## src/rtl/ps2_key_fifo.sv

```systemverilog
// ps2_key_fifo
// Receives the hps_io keyboard event stream (ps2_key), detects each new
// event by a change of the toggle bit, and queues {pressed, extended, code}
// in a first-word-fall-through FIFO that the CPU drains with a pop strobe.
//
// Optional build macro:
//   PS2_KEY_FIFO_BREAK_FILTER_EN - key-release (break) events are consumed
//   by the toggle tracker but never enqueued and never raise overflow.
//
// All outputs are decoded from registers only; pop and ps2_key have no
// combinational path to any output.

module ps2_key_fifo #(
  parameter int unsigned DEPTH_LOG2 = 4  // FIFO depth is 2**DEPTH_LOG2, legal 2..8
) (
  input  logic                  clk,
  input  logic                  reset,     // synchronous, active-high
  input  logic [10:0]           ps2_key,   // {toggle, pressed, extended, code}
  input  logic                  pop,       // dequeue head entry
  output logic [9:0]            rd_data,   // head entry, 0 while empty
  output logic                  empty,
  output logic                  full,
  output logic [DEPTH_LOG2:0]   count,
  output logic                  overflow,  // sticky: an event was dropped
  input  logic                  ovf_clr    // clears overflow
);

  // Count value that means "every slot occupied".
  localparam logic [DEPTH_LOG2:0] FULL_CNT = {1'b1, {DEPTH_LOG2{1'b0}}};

  // ---------------------------------------------------------------------
  // State
  // ---------------------------------------------------------------------
  logic                  last_tog_q, last_tog_d;
  logic [DEPTH_LOG2-1:0] wp_q, wp_d;
  logic [DEPTH_LOG2-1:0] rp_q, rp_d;
  logic [DEPTH_LOG2:0]   count_q, count_d;
  logic                  ovf_q, ovf_d;
  logic [9:0]            mem_q [0:(1 << DEPTH_LOG2) - 1];

  // Per-cycle decisions
  logic key_event;   // toggle bit differs from the tracked copy
  logic accept;      // event that is eligible for queuing
  logic fifo_empty;
  logic fifo_full;
  logic do_push;
  logic do_pop;
  logic ovf_set;

  // Decide what happens this cycle: event detection, push, pop, drop.
  always_comb begin
    key_event = ps2_key[10] ^ last_tog_q;
`ifdef PS2_KEY_FIFO_BREAK_FILTER_EN
    // Release events still update the toggle tracker but are discarded here.
    accept    = key_event & ps2_key[9];
`else
    accept    = key_event;
`endif
    fifo_empty = (count_q == '0);
    fifo_full  = (count_q == FULL_CNT);
    do_pop     = pop & ~fifo_empty;
    // When full, a same-cycle pop frees the head slot so the event still fits.
    do_push    = accept & (~fifo_full | pop);
    ovf_set    = accept & fifo_full & ~pop;
  end

  // Next-state values for pointers, count, overflow and toggle tracker.
  always_comb begin
    // NOTE: every signal gets a default first so no path leaves it unassigned
    // (an unassigned path in always_comb would infer a latch).
    last_tog_d = ps2_key[10];
    wp_d       = wp_q;
    rp_d       = rp_q;
    count_d    = count_q;
    ovf_d      = ovf_q;

    if (do_push) wp_d = wp_q + 1'b1;
    if (do_pop)  rp_d = rp_q + 1'b1;

    case ({do_push, do_pop})
      2'b10:   count_d = count_q + 1'b1;
      2'b01:   count_d = count_q - 1'b1;
      default: count_d = count_q;
    endcase

    // A drop in the same cycle as a clear wins, so the event is not lost.
    if (ovf_set)      ovf_d = 1'b1;
    else if (ovf_clr) ovf_d = 1'b0;
  end

  // Control registers; reset clears pointers, count and overflow.
  always_ff @(posedge clk) begin
    // NOTE: sequential state uses non-blocking assignments so every flop
    // samples the pre-edge values regardless of statement order.
    // The toggle tracker loads ps2_key[10] in reset too, so reset release
    // never looks like a new event.
    last_tog_q <= last_tog_d;
    if (reset) begin
      wp_q    <= '0;
      rp_q    <= '0;
      count_q <= '0;
      ovf_q   <= 1'b0;
    end else begin
      wp_q    <= wp_d;
      rp_q    <= rp_d;
      count_q <= count_d;
      ovf_q   <= ovf_d;
    end
  end

  // Entry storage; written at wp on every accepted push outside reset.
  always_ff @(posedge clk) begin
    // NOTE: the array is deliberately not reset; with count cleared its
    // stale contents are unreachable, and rd_data is forced to 0 when empty.
    if (do_push && !reset) begin
      mem_q[wp_q] <= ps2_key[9:0];
    end
  end

  // Output decode from registered state only.
  always_comb begin
    empty    = fifo_empty;
    full     = fifo_full;
    count    = count_q;
    overflow = ovf_q;
    rd_data  = fifo_empty ? 10'h000 : mem_q[rp_q];
  end

endmodule

```

## config.mk

```make
export PLATFORM = sky130hd
export DESIGN_NAME = ps2_key_fifo
export DESIGN_NICKNAME = d
export VERILOG_FILES = /design/src/rtl/ps2_key_fifo.sv
export SDC_FILE = /design/constraint.sdc
export NUM_CORES = 1
export LEC_CHECK = 0
export CAP_MARGIN = 20
export CORE_UTILIZATION = 30
export CTS_BUF_LIST = sky130_fd_sc_hd__clkbuf_8
export CTS_CLUSTER_SIZE = 12
export DETAILED_ROUTE_END_ITERATION = 7
export MAX_ROUTING_LAYER = met4
export SLEW_MARGIN = 30
export SYNTH_ARGS = -nofsm -noshare
export SYNTH_HDL_FRONTEND = slang
export SYNTH_SLANG_ARGS = --single-unit
```

## constraint.sdc

```tcl
create_clock -name clk -period 3 [get_ports clk]
set_input_delay 0.45 -clock clk [delete_from_list [all_inputs] [get_ports clk]]
set_output_delay 0.45 -clock clk [all_outputs]
set_load 0.005 [all_outputs]
```

==> results of run 1 <==
[repair_timing]
action,CTS,global route
pin swaps,0,2
setup endpoints to repair,11,6
resized for setup,14,5
setup buffers,5,8
gates cloned,1,0
[registers in the layout, summed over array words and instances, names as in the netlist, named ones only]
signal	cells
mem_q	160
overflow	1
count	5
last_tog_q	1
rp_q	4
wp_q	4
[synth_stat cells (all sizes together), types with 2 or more instances]
| cell | n |
|---|---|
| buf | 13 |
| ha | 9 |
| mux4 | 40 |
| dfxtp | 19 |
| edfxtp | 160 |
| o211ai | 2 |
| a211oi | 20 |
| nor2b | 14 |
| nand4 | 4 |
| and2 | 2 |
| nand2 | 3 |
| xnor2 | 2 |
| inv | 8 |
| clkbuf | 9 |
| or3 | 2 |
| o31a | 2 |
| nand2b | 2 |
| a21oi | 2 |
| nand4b | 2 |
| nor2 | 17 |
| xor2 | 7 |
| nor3 | 2 |
| o21ai | 4 |
| and3 | 15 |
| mux2i | 13 |
[final timing paths]
kind	from	endpoint	slack (ns)	cells past startpoint
worst max-delay path	count[1]	count[4]	0.13	10
worst min-delay path	ps2_key[10]	last_tog_q	0.50	1
worst max register to register	count[1]	count[4]	0.13	10
worst min register to register	overflow	overflow	0.51	2
[cell type report]
cell class / count / area (µm²) / share of cell area, %
flip-flops and latches: 179 / 5190 / 60.2
multi-input cells: 175 / 1960 / 22.7
repair buffers: 76 / 709 / 8.23
well taps: 319 / 399 / 4.63
clock buffers: 17 / 234 / 2.71
clock inverters: 14 / 98.8 / 1.15
inverters: 8 / 30.0 / 0.348
[critical path, stage by stage, from the launching register on]
cell      delay [ns]
dfxtp_2         0.39
or4_4           0.58
o31a_1          0.28
inv_1           0.12
ha_4            0.21
xor2_2          0.18
ha_2            0.20
o21ai_0         0.06
or3_1           0.35
a2111o_1        0.37
nand4_1         0.07
[layer usage]
layer	global-route usage (%)	routed length, µm
met5	-	0
met4	4.99	97
met3	3.58	1120
met2	21.0	7610
met1	17.4	6770
[through the flow]
stage / hold WS, ns / setup TNS [ns] / area, µm² / cells
finish: 0.500 / 0 / 8620 / 788
global route: 0.475 / -0.0466 / 8620 / 788
CTS: 0.470 / 0 / 8530 / 780
detailed placement: 0.495 / -0.0850 / 8100 / 743
global placement: 0.475 / 0 / 8100 / 743
floorplan: 0.471 / -0.0732 / 7240 / 384
[report_power, final]
| group | leakage [nW] | total, mW | internal [mW] | switching [mW] |
|---|---|---|---|---|
| logic | 1.05 | 1.55 | 0.802 | 0.750 |
| clock network | 0.174 | 1.44 | 0.630 | 0.814 |
| registers | 1.60 | 2.88 | 2.80 | 0.0790 |
| total | 2.82 | 5.87 | 4.23 | 1.64 |
[kinds of logic (layout without fill, tap and decap cells)]
family / Yosys count / in the layout / synth area share (%)
AOI/OAI and AO/OA: 35 / 35 / 3.67
xor gates and xnor gates: 9 / 9 / 1.09
and+or+nand+nor: 68 / 68 / 5.47
muxes: 54 / 54 / 14.4
DFF: 179 / 179 / 71.7
buffers and inverters: 30 / 115 / 2.04
adders and majority gates: 9 / 9 / 1.56
==> out/results.ini, run 1 <==
[outcome]
outcome = complete, no violations

[clocking]
cts_sinks = 179
cts_max_path_buffers = 2
clkLatencyLatePin_ns = 0.47
root_buffer = clkbuf_8
htreeDepth = 4
cts_tree = done
cts_buffers = 17
cts_hold_buf = 0
clkTransAtPathRegs_ns = 0.09

[pwr]
p_leak_nw = 2.82
p_per_area_nw_per_um2 = 681
total_power_mw = 5.87
ir_worst_vdd_mv = 0.448

[worst_setup_path]
crit_path_start_kind = flip-flop
end_kind = flip-flop
cp_data_arrival_time_ns = 3.27
cp_data_required_time_ns = 3.39
critPathKind = reg2reg
cp_max_fo = 9

[detailed_routing]
dr.first_iter.drc_count = 291
post_drt_wl_per_cell_um = 19.8
first_pass_iters = 5
vias = 3743
routed_via_density = 4.75
finalWirelength_um = 15600
drc = 0
ant_nets = 0

[synthesis]
async_reset_ff_share_pct = 0
synth.avg_cell_area_um2 = 18.8
synth_area_leader_cell = edfxtp_1
synth-seq-cells = 179
ys_seq_area_share_pct = 71.7
synth_edf_count = 160
netlist_instances = 384
synth_top_area_share_pct = 66.5
yosys-top-cells-area = edfxtp_1 66%, mux4_2 12%, dfxtp_1 5.3%
ys_warn_count = 0
synthFlopType = edfxtp_1
syn-num-nets = 408
synth.distinct_cells = 41
syn-cell-area_um2 = 7230

[final_layout]
drive_gt1_share_pct = 27.1
nets = 481
layout_commonest_cell = edfxtp_1
utilization_pct = 36.6
area_growth_pct = 19.3
final_cell_mix = 160 x edfxtp_1, 40 x mux4_2, 40 x buf_4, 26 x clkdlybuf4s50_1
diodes = 0
fillers = 2218

[timing]
slew_violations = 0
worstMarginPinSlew_ns = 0.560
setup_ws_ns = 0.126
hold_viol = 0
slew_headroom_pct = 62.6
setup_viol = 0
skew_ns = 0.0237
max_freq_ghz = 0.348
post-route-period-util_pct = 95.8
post-route-min-period_ns = 2.87

[die]
die_y_um = 157
die-area_um2 = 24700
rows = 56
io_pins = 33
die_w_um = 157
core_um2 = 23500
start_util_pct = 30.7

[grt]
grt_max_degree = 31
grt_usage_pct = 13.7
overflow = 0
antenna_found_initial = 0
grt_pass1_vias = 3943
grt_pass1_wl_um = 23300

[placed_design]
dpl_worst_slack_ns = -0.0850
io_buffers = 32
gp_congestion = 0.793
dp_hpwl_um = 9250

[hold_path]
hold_class = in2reg

[run]
cap_violations = 0

No activity file was read; power rests on OpenSTA's default activity.
==> inputs of run 2 (changes only) <==
--- a/config.mk
+++ b/config.mk
@@ -6,11 +6,12 @@
 export NUM_CORES = 1
 export LEC_CHECK = 0
 export CAP_MARGIN = 20
-export CORE_UTILIZATION = 30
+export CORE_UTILIZATION = 56
 export CTS_BUF_LIST = sky130_fd_sc_hd__clkbuf_8
 export CTS_CLUSTER_SIZE = 12
 export DETAILED_ROUTE_END_ITERATION = 7
 export MAX_ROUTING_LAYER = met4
+export PLACE_DENSITY = 0.78
 export SLEW_MARGIN = 30
 export SYNTH_ARGS = -nofsm -noshare
 export SYNTH_HDL_FRONTEND = slang
==> run 2 against run 1 <==
Compared with the run above:
- sequential share of layout area rose by 1.2 points
- sequential cell count did not move
- highest routed layer unchanged
- largest cell class unchanged
- utilization rose by 30 points
==> out/results.ini, run 2 (synthesis results as in run 1) <==
[outcome]
outcome = complete, no violations  ; unchanged

[pwr]
power_switching_mw = 1.65  ; was 1.64 mW
p_per_area_nw_per_um2 = 690  ; was 681 nW/µm²
intPower_mw = 4.18  ; was 4.23 mW
seqPwrFrac_pct = 49.3  ; was 49.0%
clkPwrFrac_pct = 23.7  ; was 24.6%
ir_worst_vdd_mv = 0.493  ; was 0.448 mV
p_leak_nw = 2.81  ; was 2.82 nW
p_sw_share_pct = 28.4  ; was 28.0%
total_power_mw = 5.83  ; was 5.87 mW
p_comb_share_pct = 27.0  ; was 26.4%

[timing]
max_freq_ghz = 0.337  ; was 0.348 GHz
post-route-min-period_ns = 2.97  ; was 2.87 ns
hold_viol = 0  ; unchanged
setup_viol = 0  ; unchanged
slew_violations = 0  ; unchanged
worstMarginPinSlew_ns = 0.691  ; was 0.560 ns
post-route-period-util_pct = 98.8  ; was 95.8%
whs_ns = 0.485  ; was 0.500 ns
skew_ns = 0.0110  ; was 0.0237 ns
slew_headroom_pct = 53.8  ; was 62.6%

[final_layout]
final_cell_mix = 160 x edfxtp_1, 40 x mux4_2, 30 x buf_4, 25 x clkdlybuf4s50_1  ; was 160 x edfxtp_1, 40 x mux4_2, 40 x buf_4, 26 x clkdlybuf4s50_1
nets = 476  ; was 481
layout_commonest_cell = edfxtp_1  ; unchanged
area_growth_pct = 17.0  ; was 19.3%
regMostFlops = mem_q  ; unchanged
drive_gt1_share_pct = 27.7  ; was 27.1%
finalNonFillerCells = 637  ; was 788
diodes = 0  ; unchanged
largest_register_ffs = 160  ; unchanged
utilization_pct = 67.0  ; was 36.6%

[die]
die_y_um = 116  ; was 157 µm
die_w_um = 116  ; was 157 µm
die-area_um2 = 13400  ; was 24700 µm²
core_um2 = 12600  ; was 23500 µm²
start_util_pct = 57.3  ; was 30.7%
rows = 41  ; was 56
io_pins = 33  ; unchanged

[placed_design]
dp_cells = 591  ; was 743
io_buffers = 32  ; unchanged
gp_congestion = 0.781  ; was 0.793
dp_hpwl_um = 8790  ; was 9250 µm

[clocking]
cts_max_path_buffers = 2  ; unchanged
clkTransAtPathRegs_ns = 0.08  ; was 0.09 ns
clkLatencyLatePin_ns = 0.46  ; was 0.47 ns
cts_hold_buf = 0  ; unchanged
cts_tree = done  ; unchanged
root_buffer = clkbuf_8  ; unchanged
cts_buffers = 17  ; unchanged
cts_sinks = 179  ; unchanged
htreeDepth = 4  ; unchanged

[detailed_routing]
finalWirelength_um = 14200  ; was 15600 µm
ant_nets = 0  ; unchanged
routed_via_density = 5.91  ; was 4.75
dr.first_iter.drc_count = 383  ; was 291
vias = 3766  ; was 3743
post_drt_wl_per_cell_um = 22.3  ; was 19.8 µm
first_pass_iters = 4  ; was 5
drc = 0  ; unchanged

[worst_setup_path]
cpMaxStageDelayCell = mux4_2  ; was or4_4
slowest_delay_ns = 0.56  ; was 0.58 ns
worst-path-buf-inv = 3  ; was 1
cp_max_fo = 7  ; was 9
crit_path_start_kind = flip-flop  ; unchanged
crit_path_cell_trace = buf_12 -> buf_12 -> mux4_2 -> a211oi_4 -> a211oi_2 -> clkdlybuf4s50_1  ; was or4_4 -> o31a_1 -> inv_1 -> ha_4 -> xor2_2 -> ha_2 -> o21ai_0 -> or3_1 -> a2111o_1 -> nand4_1
end_kind = output port  ; was flip-flop
cp_data_required_time_ns = 2.55  ; was 3.39 ns
cp_data_arrival_time_ns = 2.52  ; was 3.27 ns
regToRegStartpoint = count[0]  ; was count[1]
critPathKind = reg2out  ; was reg2reg
critPathTopFamily = buffers and inverters  ; was simple AND/OR/NAND/NOR gates
path_common_cell = buf_12

[grt]
grt_max_degree = 31  ; unchanged
grt_pass1_wl_um = 20900  ; was 23300 µm
grt_pass1_vias = 3761  ; was 3943
antenna_found_initial = 0  ; unchanged
grt_usage_pct = 23.3  ; was 13.7%
overflow = 0  ; unchanged

[hold_path]
hold_class = in2reg  ; unchanged
min_from = ps2_key[10]  ; unchanged

[run]
cap_violations = 0  ; unchanged

==> run 2: changes by cell type in the layout (fill, tap and decap cells not counted), sizes merged <==
cell,delta
inv,-1
bufinv,-1
buf,-6
clkbuf,+2
bufbuf,-1
clkinvlp,+2
clkdlybuf4s50,-1
dlymetal6s2s,+1
clkinv,+1
==> run 2: final timing paths <==
check	end	slack, ns	cells after the start
worst min register to register	overflow	0.51	2
worst min-delay path	last_tog_q	0.48	1
worst max register to register	count[4]	0.19	10
worst max-delay path	rd_data[3]	0.03	6
==> run 2: stage by stage <==
step	cell area [µm²]	setup TNS, ns	worst slack, ns
finish	8460	0	0.0348
global placement	7870	0	0.111
floorplan	7240	-0.0732	-0.0732
CTS	8280	-0.00391	-0.00249
detailed placement	7870	0	0.0247
global route	8460	-0.0452	-0.0390
==> run 2: power by group through the flow <==
stage / clock [mW] / combinational (mW) / sequential (mW)
5_1_grt: 1.50 / 1.71 / 2.89
4_1_cts: 1.41 / 1.47 / 2.89
2_1_floorplan: 0 / 0.858 / 2.91
6_report: 1.38 / 1.57 / 2.88
3_3_place_gp: 0 / 1.40 / 2.94
3_5_place_dp: 0 / 1.43 / 2.94
==> run 2: cell type report <==
type / instances / area, µm²
clock buffer: 17 / 234
clock inverter: 15 / 98.8
fill: 861 / 4160
inverter: 8 / 30.0
multi-input combinational: 175 / 1970
sequential: 179 / 5200
tap: 172 / 215
timing repair buffer: 71 / 717
==> run 2: repair_timing <==
action                     4_1_cts  5_1_grt
buffers inserted                 3        9
pin swaps                        5        2
setup endpoints to repair       10        7
gates cloned                     0        2
resized for setup               21        8
==> run 2: per-layer routing <==
metal	GRT usage (%)	vias to the layer above	part of all wire (%)
met5	-	-	0
met4	9.96	0	1.7
met3	4.65	21	6.3
met2	37.2	130	51
met1	29.4	1924	41
li1	-	1691	-
==> inputs of run 3 (changes only) <==
--- a/config.mk
+++ b/config.mk
@@ -6,6 +6,8 @@
 export NUM_CORES = 1
 export LEC_CHECK = 0
 export CAP_MARGIN = 20
+export CORE_ASPECT_RATIO = 1.4
+export CORE_MARGIN = 2
 export CORE_UTILIZATION = 56
 export CTS_BUF_LIST = sky130_fd_sc_hd__clkbuf_8
 export CTS_CLUSTER_SIZE = 12
==> run 3 against run 2 <==
Compared with the run above:
- via count fell by 0.50%
- non-clock buffer count fell by 11
- die area rose by 3.6%
- cell count fell by 4.7%
- critical endpoint unchanged
- largest power group unchanged
==> out/results.ini, run 3 (synthesis results as in run 1) <==
[final_layout]
layout_commonest_cell = edfxtp_1  ; unchanged
largest_register_ffs = 160  ; unchanged
drive_gt1_share_pct = 26.2  ; was 27.7%
finalNonFillerCells = 607  ; was 637
fillers = 813  ; was 861
final_area_um2 = 8430  ; was 8460 µm²
area_growth_pct = 16.7  ; was 17.0%
nets = 465  ; was 476
regMostFlops = mem_q  ; unchanged
final_cell_mix = 160 x edfxtp_1, 40 x mux4_2, 26 x clkdlybuf4s50_1, 21 x buf_4, 20 x clkbuf_8  ; was 160 x edfxtp_1, 40 x mux4_2, 30 x buf_4, 25 x clkdlybuf4s50_1
utilization_pct = 66.1  ; was 67.0%
diodes = 0  ; unchanged

[worst_setup_path]
cp_data_arrival_time_ns = 2.50  ; was 2.52 ns
end_kind = output port  ; unchanged
crit_path_cell_trace = buf_4 -> bufbuf_16 -> mux4_2 -> mux2i_1 -> a211oi_1 -> clkdlybuf4s50_1  ; was buf_12 -> buf_12 -> mux4_2 -> a211oi_4 -> a211oi_2 -> clkdlybuf4s50_1
cpMaxStageDelayCell = clkdlybuf4s50_1  ; was mux4_2
slowest_delay_ns = 0.56  ; about the same
cp_data_required_time_ns = 2.55  ; about the same
crit_path_start_kind = flip-flop  ; unchanged
regToRegStartpoint = count[0]  ; unchanged
cp_max_fo = 15  ; was 7
reg2regPathDepth = 10  ; unchanged
r2r_slack_ns = 0.15  ; was 0.19 ns
r2r_end = count[4]  ; unchanged
critPathTopFamily = buffers and inverters  ; unchanged
crit_cells = 6  ; unchanged
worst-path-buf-inv = 3  ; unchanged
critPathKind = reg2out  ; unchanged

[grt]
grt_pass1_vias = 3982  ; was 3761
overflow = 0  ; unchanged
antenna_found_initial = 0  ; unchanged
grt_usage_pct = 23.2  ; was 23.3%
grt_max_degree = 41  ; was 31
grt_pass1_wl_um = 22300  ; was 20900 µm

[timing]
post-route-min-period_ns = 2.95  ; was 2.97 ns
slew_headroom_pct = 51.9  ; was 53.8%
setup_viol = 0  ; unchanged
max_freq_ghz = 0.339  ; was 0.337 GHz
post-route-period-util_pct = 98.4  ; was 98.8%
skew_ns = 0.0167  ; was 0.0110 ns
hold_viol = 0  ; unchanged
tns_ns = 0  ; unchanged
rsz0062_at_grt = true
slew_violations = 0  ; unchanged
worstMarginPinSlew_ns = 0.722  ; was 0.691 ns

[clocking]
cts_sinks = 179  ; unchanged
htreeDepth = 4  ; unchanged
cts_buffers = 17  ; unchanged
cts_max_path_buffers = 2  ; unchanged
cts_hold_buf = 0  ; unchanged
clkTransAtPathRegs_ns = 0.09  ; was 0.08 ns
cts_tree = done  ; unchanged
clkLatencyLatePin_ns = 0.46  ; about the same
root_buffer = clkbuf_8  ; unchanged

[detailed_routing]
vias = 3747  ; was 3766
first_pass_iters = 4  ; unchanged
routed_via_density = 6.17  ; was 5.91
dr.first_iter.drc_count = 248  ; was 383
drc = 0  ; unchanged
ant_nets = 0  ; unchanged
finalWirelength_um = 14700  ; was 14200 µm
post_drt_wl_per_cell_um = 24.2  ; was 22.3 µm

[hold_path]
holdPathStages = 1  ; unchanged
hold_class = in2reg  ; unchanged
whs_endpoint = last_tog_q  ; unchanged
min_from = ps2_key[10]  ; unchanged

[die]
die_y_um = 138  ; was 116 µm
die-area_um2 = 13800  ; was 13400 µm²
io_pins = 33  ; unchanged
rows = 49  ; was 41
die_w_um = 100  ; was 116 µm
start_util_pct = 56.7  ; was 57.3%
core_um2 = 12800  ; was 12600 µm²

[placed_design]
dp_hpwl_um = 8630  ; was 8790 µm
dp_cells = 564  ; was 591
placement.cell_area_um2 = 7790  ; was 7870 µm²
gp_congestion = 0.806  ; was 0.781
io_buffers = 32  ; unchanged

[pwr]
p_leak_nw = 2.85  ; was 2.81 nW
total_power_mw = 6.14  ; was 5.83 mW
p_per_area_nw_per_um2 = 728  ; was 690 nW/µm²
ir_worst_vdd_mv = 0.678  ; was 0.493 mV

[run]
cap_violations = 0  ; unchanged

[outcome]
outcome = complete, no violations  ; unchanged

==> run 3: area by class of cell <==
type	count	area, µm²	share of cell area [%]
inverters	8	30.0	0.356
repair buffers	60	647	7.67
flip-flops and latches	179	5190	61.6
well taps	153	191	2.27
clock buffers	20	275	3.26
multi-input cells	175	1940	23.0
clock inverters	12	150	1.78
==> run 3: timing repair <==
action,CTS,global route
cloned,1,2
pin swaps,1,1
gates resized for setup,9,12
endpoints found under the setup margin,10,10
buffers inserted,3,5
==> run 3: worst register-to-register path, cell delays in order, from the launching register on <==
cell and delay, ns:
dfxtp_2 0.37, or4_4 0.60, o31a_1 0.28, inv_1 0.08
ha_2 0.23, xor2_1 0.17, ha_2 0.19, o21ai_0 0.06
or3_1 0.36, a2111o_1 0.39, nand4_1 0.07
==> run 3: how the worst max path moves through the flow <==
stage | start | to | slack, ns
floorplan | count[0] | count[4] | -0.07
global placement | ps2_key[10] | count[4] | 0.14
detailed placement | ps2_key[10] | count[4] | 0.05
CTS | flip-flop | rd_data[7] | 0.008
global route | flip-flop | rd_data[3] | -0.07
finish | flip-flop | rd_data[3] | 0.05
==> run 3: where the power goes <==
group          switching [mW]  total [mW]  internal (mW)
clock                   0.836        1.73          0.893
sequential             0.0893        2.89           2.80
combinational           0.717        1.53          0.809
==> run 3: per-stage QoR <==
step,hold slack (ns),setup slack (ns)
final,0.489,0.0480
after global routing,0.462,-0.0678
after CTS,0.468,0.00817
after detailed placement,0.484,0.0493
after global placement,0.477,0.139
after floorplan,0.471,-0.0732
==> run 3: routing by layer <==
| metal | GRT usage (%) | routed length (µm) |
|---|---|---|
| met3 | 6.02 | 740 |
| met5 | - | 0 |
| met1 | 29.6 | 5820 |
| met2 | 36.5 | 7700 |
| met4 | 8.44 | 438 |
